===== src/rtl/hyper_seq_ctrl.sv =====
// hyper_seq_ctrl
// Sequencer for the f1/f2 capture path. A start request opens the capture
// window and one FRAME_LEN-word frame is counted from the pi_flag/pi_data
// stream. Words 0 and 1 are recorded, validated and ordered, then handed
// to a single consumer over a valid/ready handshake. Timeouts and invalid
// pairs cause bounded automatic retries. Sticky error flags latch when the
// retries run out.
//
// Ports:
//   clk, rst_n           clock, asynchronous active-low reset
//   start, abort         run request (IDLE/ERR only) and unconditional stop
//   pi_flag, pi_data     input word strobe and 32-bit word
//   cap_en               capture window enable to the datapath
//   busy                 high in every state except IDLE and ERR
//   out_valid, out_ready result handshake
//   out_f1, out_f2       smaller / larger parameter
//   err_timeout          final attempt timed out (sticky)
//   err_invalid          final attempt produced an invalid pair (sticky)
//   retry_cnt            retries used in the current or last run
module hyper_seq_ctrl #(
  parameter int FRAME_LEN = 1024,
  parameter int TIMEOUT   = 50_000_000,
  parameter int MAX_RETRY = 3
) (
  input  logic        clk,
  input  logic        rst_n,
  input  logic        start,
  input  logic        abort,
  input  logic        pi_flag,
  input  logic [31:0] pi_data,
  output logic        cap_en,
  output logic        busy,
  output logic        out_valid,
  input  logic        out_ready,
  output logic [31:0] out_f1,
  output logic [31:0] out_f2,
  output logic        err_timeout,
  output logic        err_invalid,
  output logic [3:0]  retry_cnt
);

  localparam int CNT_W = $clog2(FRAME_LEN) + 1;
  localparam int TMR_W = $clog2(TIMEOUT) + 1;

  localparam logic [CNT_W-1:0] LAST_WORD   = CNT_W'(FRAME_LEN - 1);
  localparam logic [TMR_W-1:0] TIMER_LAST  = TMR_W'(TIMEOUT - 1);
  localparam logic [3:0]       RETRY_LIMIT = 4'(MAX_RETRY);

  typedef enum logic [2:0] {
    IDLE,
    CAPTURE,
    CHECK,
    RESTART,
    PRESENT,
    ERR
  } state_t;

  state_t            state;
  logic [CNT_W-1:0]  word_cnt;
  logic [TMR_W-1:0]  timer;
  logic [31:0]       raw1;
  logic [31:0]       raw2;
  logic              frame_done;
  logic              pair_invalid;
  logic              retry_left;

  // The final word wins over a timeout that expires in the same cycle.
  assign frame_done   = (state == CAPTURE) && pi_flag && (word_cnt == LAST_WORD);
  assign pair_invalid = (raw1 == 32'd0) || (raw2 == 32'd0) || (raw1 == raw2);
  assign retry_left   = (retry_cnt < RETRY_LIMIT);

  always_ff @(posedge clk or negedge rst_n) begin
    if (!rst_n) begin
      state       <= IDLE;
      word_cnt    <= '0;
      timer       <= '0;
      raw1        <= '0;
      raw2        <= '0;
      cap_en      <= 1'b0;
      busy        <= 1'b0;
      out_valid   <= 1'b0;
      out_f1      <= '0;
      out_f2      <= '0;
      err_timeout <= 1'b0;
      err_invalid <= 1'b0;
      retry_cnt   <= '0;
    end else if (abort) begin
      // out_f1/out_f2 deliberately keep their last values.
      state       <= IDLE;
      word_cnt    <= '0;
      timer       <= '0;
      cap_en      <= 1'b0;
      busy        <= 1'b0;
      out_valid   <= 1'b0;
      err_timeout <= 1'b0;
      err_invalid <= 1'b0;
      retry_cnt   <= '0;
    end else begin
      case (state)
        IDLE, ERR: begin
          if (start) begin
            state       <= CAPTURE;
            word_cnt    <= '0;
            timer       <= '0;
            cap_en      <= 1'b1;
            busy        <= 1'b1;
            err_timeout <= 1'b0;
            err_invalid <= 1'b0;
            retry_cnt   <= '0;
          end
        end

        CAPTURE: begin
          timer <= timer + TMR_W'(1);
          if (pi_flag) begin
            word_cnt <= word_cnt + CNT_W'(1);
            if (word_cnt == '0)
              raw1 <= pi_data;
            if (word_cnt == CNT_W'(1))
              raw2 <= pi_data;
          end
          if (frame_done) begin
            state <= CHECK;
          end else if (timer == TIMER_LAST) begin
            cap_en <= 1'b0;
            if (retry_left) begin
              retry_cnt <= retry_cnt + 4'd1;
              state     <= RESTART;
            end else begin
              state       <= ERR;
              busy        <= 1'b0;
              err_timeout <= 1'b1;
            end
          end
        end

        // cap_en stays high here so a retry shows exactly one low cycle.
        CHECK: begin
          cap_en <= 1'b0;
          if (pair_invalid) begin
            if (retry_left) begin
              retry_cnt <= retry_cnt + 4'd1;
              state     <= RESTART;
            end else begin
              state       <= ERR;
              busy        <= 1'b0;
              err_invalid <= 1'b1;
            end
          end else begin
            out_f1    <= (raw1 < raw2) ? raw1 : raw2;
            out_f2    <= (raw1 < raw2) ? raw2 : raw1;
            out_valid <= 1'b1;
            state     <= PRESENT;
          end
        end

        // One low cycle of cap_en lets the datapath clear its frame counter.
        RESTART: begin
          word_cnt <= '0;
          timer    <= '0;
          cap_en   <= 1'b1;
          state    <= CAPTURE;
        end

        PRESENT: begin
          if (out_ready) begin
            out_valid <= 1'b0;
            busy      <= 1'b0;
            state     <= IDLE;
          end
        end

        default: begin
          state     <= IDLE;
          cap_en    <= 1'b0;
          busy      <= 1'b0;
          out_valid <= 1'b0;
        end
      endcase
    end
  end

endmodule


===== config.mk =====
export PLATFORM = sky130hd
export DESIGN_NAME = hyper_seq_ctrl
export DESIGN_NICKNAME = d
export VERILOG_FILES = /design/src/rtl/hyper_seq_ctrl.sv
export SDC_FILE = /design/constraint.sdc
export NUM_CORES = 1
export LEC_CHECK = 0
export ABC_AREA = 1
export CORE_AREA = 2 2 152 154
export DETAILED_ROUTE_END_ITERATION = 10
export DIE_AREA = 0 0 154 156
export MAX_ROUTING_LAYER = met4
export PLACE_DENSITY = 0.66
export SLEW_MARGIN = 20
export SYNTH_ARGS = -nofsm -noshare
export SYNTH_HDL_FRONTEND = slang
export SYNTH_SLANG_ARGS = --single-unit

===== constraint.sdc =====
create_clock -name clk -period 3.4 [get_ports clk]
set_input_delay 0.68 -clock clk [delete_from_list [all_inputs] [get_ports clk]]
set_output_delay 0.68 -clock clk [all_outputs]
set_load 0.01 [all_outputs]

* Yosys cells after proc, flatten, opt, wreduce, memory -nomap -nowiden
Cells that the tools add are included. Widths: inputs -> output; s select.
Word-level totals: bits in registers 178, input port bits 38, output and inout port bits 73, word-level logic and storage cells 116
Cells by class: $add $sub $neg 3, order comparisons 2, equality and inequality tests 22, muxes and demuxes 48, bitwise operators 2, reduce and logical (&&, ||, !) cells 26
Operators with widths (number):
- $pmux 27 s3 | 1
- $logic_not 32->1 | 2
- $mux 32 | 2
- $mux 27 | 2
- $mux 11 | 3
- $pmux 11 s3 | 1
- $eq 32x32->1 | 1
- $lt 32x32->1 | 1
- $add 27x1->27 const B | 1
- $eq 27x26->1 const B | 1
- $mux 4 | 6
- $ne 3x3->1 const B | 8
- $mux 3 | 7
- $mux 1 | 19
- $reduce_and 4->1 | 4
- $pmux 3 s5 | 1
- $pmux 4 s3 | 1
- $reduce_and 3->1 | 4
- $add 11x1->11 const B | 1
- $eq 11x1->1 const B | 1
- $eq 11x10->1 const B | 1
- $logic_not 11->1 | 1
- $reduce_and 5->1 | 2
- $reduce_bool 4->1 | 2
- other kinds (22) | 30

* Logic depth before layout (Yosys ltp)
depth in word-level cells 6, mapped depth 17

* Worst setup path before layout
Ideal clock, no wire load.
path kind reg-to-reg, start register raw2[19], end register out_f1[0], setup time 0.117 ns, arrival 1.689 ns, data required time 3.283 ns, path slack 1.594 ns, cell stages (with the launch flop) 15, path buffers 2, period minus slack after synthesis 1.806 ns, path through dfrtp_1 -> inv_1 -> ha_1 -> nand2_1 -> inv_1 -> nand2_1 -> nand2_1 -> nand2_1 -> nand2_1 -> a21oi_1 -> buf_2 -> buf_2 -> nand3_1 -> nand3_1 -> nand2_1
On the way: longest elaborated chain between the ends 5, elaborated cells between the ends (all ways) 8, classes of those cells 1 x order compare; 1 x eq/ne; 1 x mux; 1 x bitwise; 4 x reduce/logical
Ends and longest elaborated chain:
- start: declaration | line 62 | logic [31:0] raw2;
- start signal: assignment | line 120 | raw2 <= pi_data;
- parallel branches: the longest is 5 deep, another holds $lt 32x32->1
- end signal: assignment | line 150 | out_f1 <= (raw1 < raw2) ? raw1 : raw2;
- end: declaration | line 35 | output logic [31:0] out_f1,
Parallel ways; which one is timed is not known. A chain may end at the register's enable or synchronous reset.

* Worst setup path after layout
start register raw2[7], end register out_f2[30]
On the way: longest elaborated chain between the ends 5, elaborated cells between the ends (all ways) 8, classes of those cells 1 x order compare; 1 x eq/ne; 1 x mux; 1 x bitwise; 4 x reduce/logical
Ends and longest elaborated chain:
- parallel branches: the longest is 5 deep, another holds $lt 32x32->1
- end signal: assignment | line 151 | out_f2 <= (raw1 < raw2) ? raw2 : raw1;
- end: declaration | line 36 | output logic [31:0] out_f2,
Parallel ways; which one is timed is not known.

==> impl_metrics.env <==
export IMPL_outcome="finished clean"
export IMPL_syn_instance_count=1343
export IMPL_stdcell_count=1728
export IMPL_cpMostUsedCell="nand2_1"
export IMPL_dp_cells=1696
export IMPL_p_leak_uw=0.00592
export IMPL_grt_ovfl_total=0
export IMPL_tns_ns=0
export IMPL_yosysUniqueCellTypes=41
export IMPL_layout_commonest_cell="nand2_1"
export IMPL_yosysWarnings=0
export IMPL_postCtsSetupBuffers=0
export IMPL_placed_cell_area_um2=11300
export IMPL_setup_viol=0
export IMPL_syn_avg_cell_area_um2=7.42
export IMPL_wl_per_cell_um=14.8
export IMPL_dr_total_vias=8877
export IMPL_crit_type="reg2reg"
export IMPL_hold_buffers=0
export IMPL_clkLatencyLatePin_ns=0.43
export IMPL_max_slew_margin_rel=0.535
export IMPL_grt_pass1_vias=8512
export IMPL_power_uw=10200
export IMPL_grt_max_degree=71
export IMPL_drtPass1Iterations=8
export IMPL_netlist_area_um2=9970
export IMPL_fp_dieW_um=154
export IMPL_cts_inserted_buffers=17
export IMPL_vias_per_cell=5.14
export IMPL_synth_seq_cells=178
export IMPL_antenna_found_initial=0
export IMPL_die_area_um2=24000
export IMPL_cts_tree="yes"
export IMPL_crit_fanout=40
export IMPL_drc=0
export IMPL_gp_congestion=0.845
export IMPL_crit_path_max_incr_delay_ns=0.49
export IMPL_crit_slowest_cell="buf_4"
export IMPL_timing_final_crit_share=0.766
export IMPL_cts_resized=0
export IMPL_path_delay_family="simple AND/OR/NAND/NOR gates"
export IMPL_ir_drop_v=0.000643
export IMPL_final_cell_area_um2=11900
export IMPL_drive_above_1_share=0.0547
export IMPL_power_density_nw_per_um2=857
export IMPL_antenna_cells=0
export IMPL_start_util=0.446
export IMPL_fin_nets=1505
export IMPL_core_area_um2=22400
export IMPL_skew_ns=0.0162
export IMPL_final_cell_mix="nand2_1 (420), dfrtp_1 (178), nand3_1 (176)"
export IMPL_dp_hpwl_um=18000
export IMPL_path_cells="inv_1 -> ha_1 -> a21o_1 -> nor2_1 -> nand2_1 -> nand2_1 -> nand2_1 -> nand2_2 -> buf_4 -> nand3_1 -> nand3_1 -> nand2_1"
export IMPL_worstSetupEndpointType="register"
export IMPL_port_buffer_count=110
export IMPL_ys_seq_area_frac=0.447
export IMPL_clkTransAtPathRegs_ns=0.08
export IMPL_drv_slew=0
export IMPL_area_delta_synth_final_pct=19.5
export IMPL_hp_class="in2async"
export IMPL_synth_nets=1418
export IMPL_ant_nets=0
export IMPL_max_slew_worst_pin_slew_ns=0.697
export IMPL_post_route_min_period_ns=2.60
export IMPL_io_pins=111
export IMPL_crit_path_start_kind="register"
export IMPL_crit_buf_inv=2
export IMPL_synth_edff_count=0
export IMPL_critPathRequiredTime_ns=3.74
export IMPL_cap_violations=0
export IMPL_synth_main_ff_cell="dfrtp_1"
export IMPL_track_usage=0.230
export IMPL_root_buffer="clkbuf_16"
export IMPL_routed_wl_um=25700
export IMPL_rows=55
export IMPL_arrival_ns=2.94
export IMPL_fillers=2148
export IMPL_grt_pass1_wl_um=43100
export IMPL_fmax_mhz=384
export IMPL_finalHoldViolations=0
export IMPL_rsz0062_at_grt="no"
export IMPL_die_height_um=156
export IMPL_synthArstFlopShare=1.00
export IMPL_clock_sinks=178
export IMPL_cts_buffer_depth=2
export IMPL_htreeDepth=4
export IMPL_drtIter0Drc=676
final timing paths:
kind | from | end | slack [ns] | depth (start not counted)
max | raw2[7] | out_f2[30] | 0.80 | 12
min | rst_n | timer[21] | 0.28 | 1
max reg2reg | raw2[7] | out_f2[30] | 0.80 | 12
min reg2reg | err_invalid | err_invalid | 0.48 | 2
max in group asynchronous | rst_n | out_f1[1] | 2.35 | 2
min in group clk | err_invalid | err_invalid | 0.48 | 2
Yosys cell counts, types with 5 or more instances:
| cell | number | area [um2] |
|---|---|---|
| ha_1 | 37 | 463 |
| o21ai_1 | 7 | 35.0 |
| nor3_1 | 12 | 60.1 |
| inv_1 | 161 | 604 |
| nand4_1 | 29 | 181 |
| clkbuf_1 | 15 | 56.3 |
| a21oi_1 | 25 | 125 |
| buf_1 | 6 | 22.5 |
| inv_2 | 7 | 26.3 |
| o21ai_0 | 93 | 465 |
| nand3_1 | 176 | 881 |
| dfrtp_1 | 178 | 4450 |
| buf_4 | 7 | 52.6 |
| nand2_1 | 422 | 1580 |
| buf_2 | 21 | 105 |
| nor2_1 | 90 | 338 |
| o31ai_1 | 5 | 37.5 |
| xor2_1 | 5 | 43.8 |
logic make-up after synthesis:
group                      synth area share
AOI/OAI and AO/OA                    0.0778
xor gates and xnor gates            0.00615
adders and majority gates            0.0464
buffers and inverters                0.0923
DFF                                   0.447
and+or+nand+nor                       0.330
cell type report:
cell class	instances	area (um2)	share of cell area
clock buffer	17	425	0.0357
clock inverter	15	188	0.0158
inverter	168	631	0.0530
multi-input combinational	943	4610	0.387
sequential	178	4450	0.374
tap	285	357	0.0299
timing repair buffer	122	1240	0.104
layer usage:
layer  global-route usage  vias to the layer above  share of wire
met5                    -                        -              0
met2                0.363                      205           0.46
met1                0.317                     4162           0.49
li1                     -                     4495              -
met4               0.0427                        0         0.0085
met3               0.0364                       15          0.042
power breakdown:
part	internal, uW	leakage, uW	switching, uW
logic	1950	0.00327	3000
registers	2750	0.00236	484
clock network	1060	0.000294	969
total	5750	0.00592	4450
state kept, by name, indices dropped and copies added (netlist names):
name	flops
out_f2	32
out_f1	32
busy	1
cap_en	1
err_timeout	1
state	3
raw2	32
timer	27
raw1	32
retry_cnt	4
out_valid	1
word_cnt	11
err_invalid	1
metrics by stage:
step / hold slack, ns / utilization / setup slack [ns]
2_1_floorplan: 0.384 / - / 1.59
3_3_place_gp: 0.453 / 0.505 / 0.828
3_5_place_dp: 0.464 / 0.505 / 0.788
4_1_cts: 0.306 / 0.532 / 0.806
5_1_grt: 0.329 / 0.532 / 0.564
6_report: 0.277 / 0.532 / 0.796
Note: power is estimated with default switching activity, not from simulation.
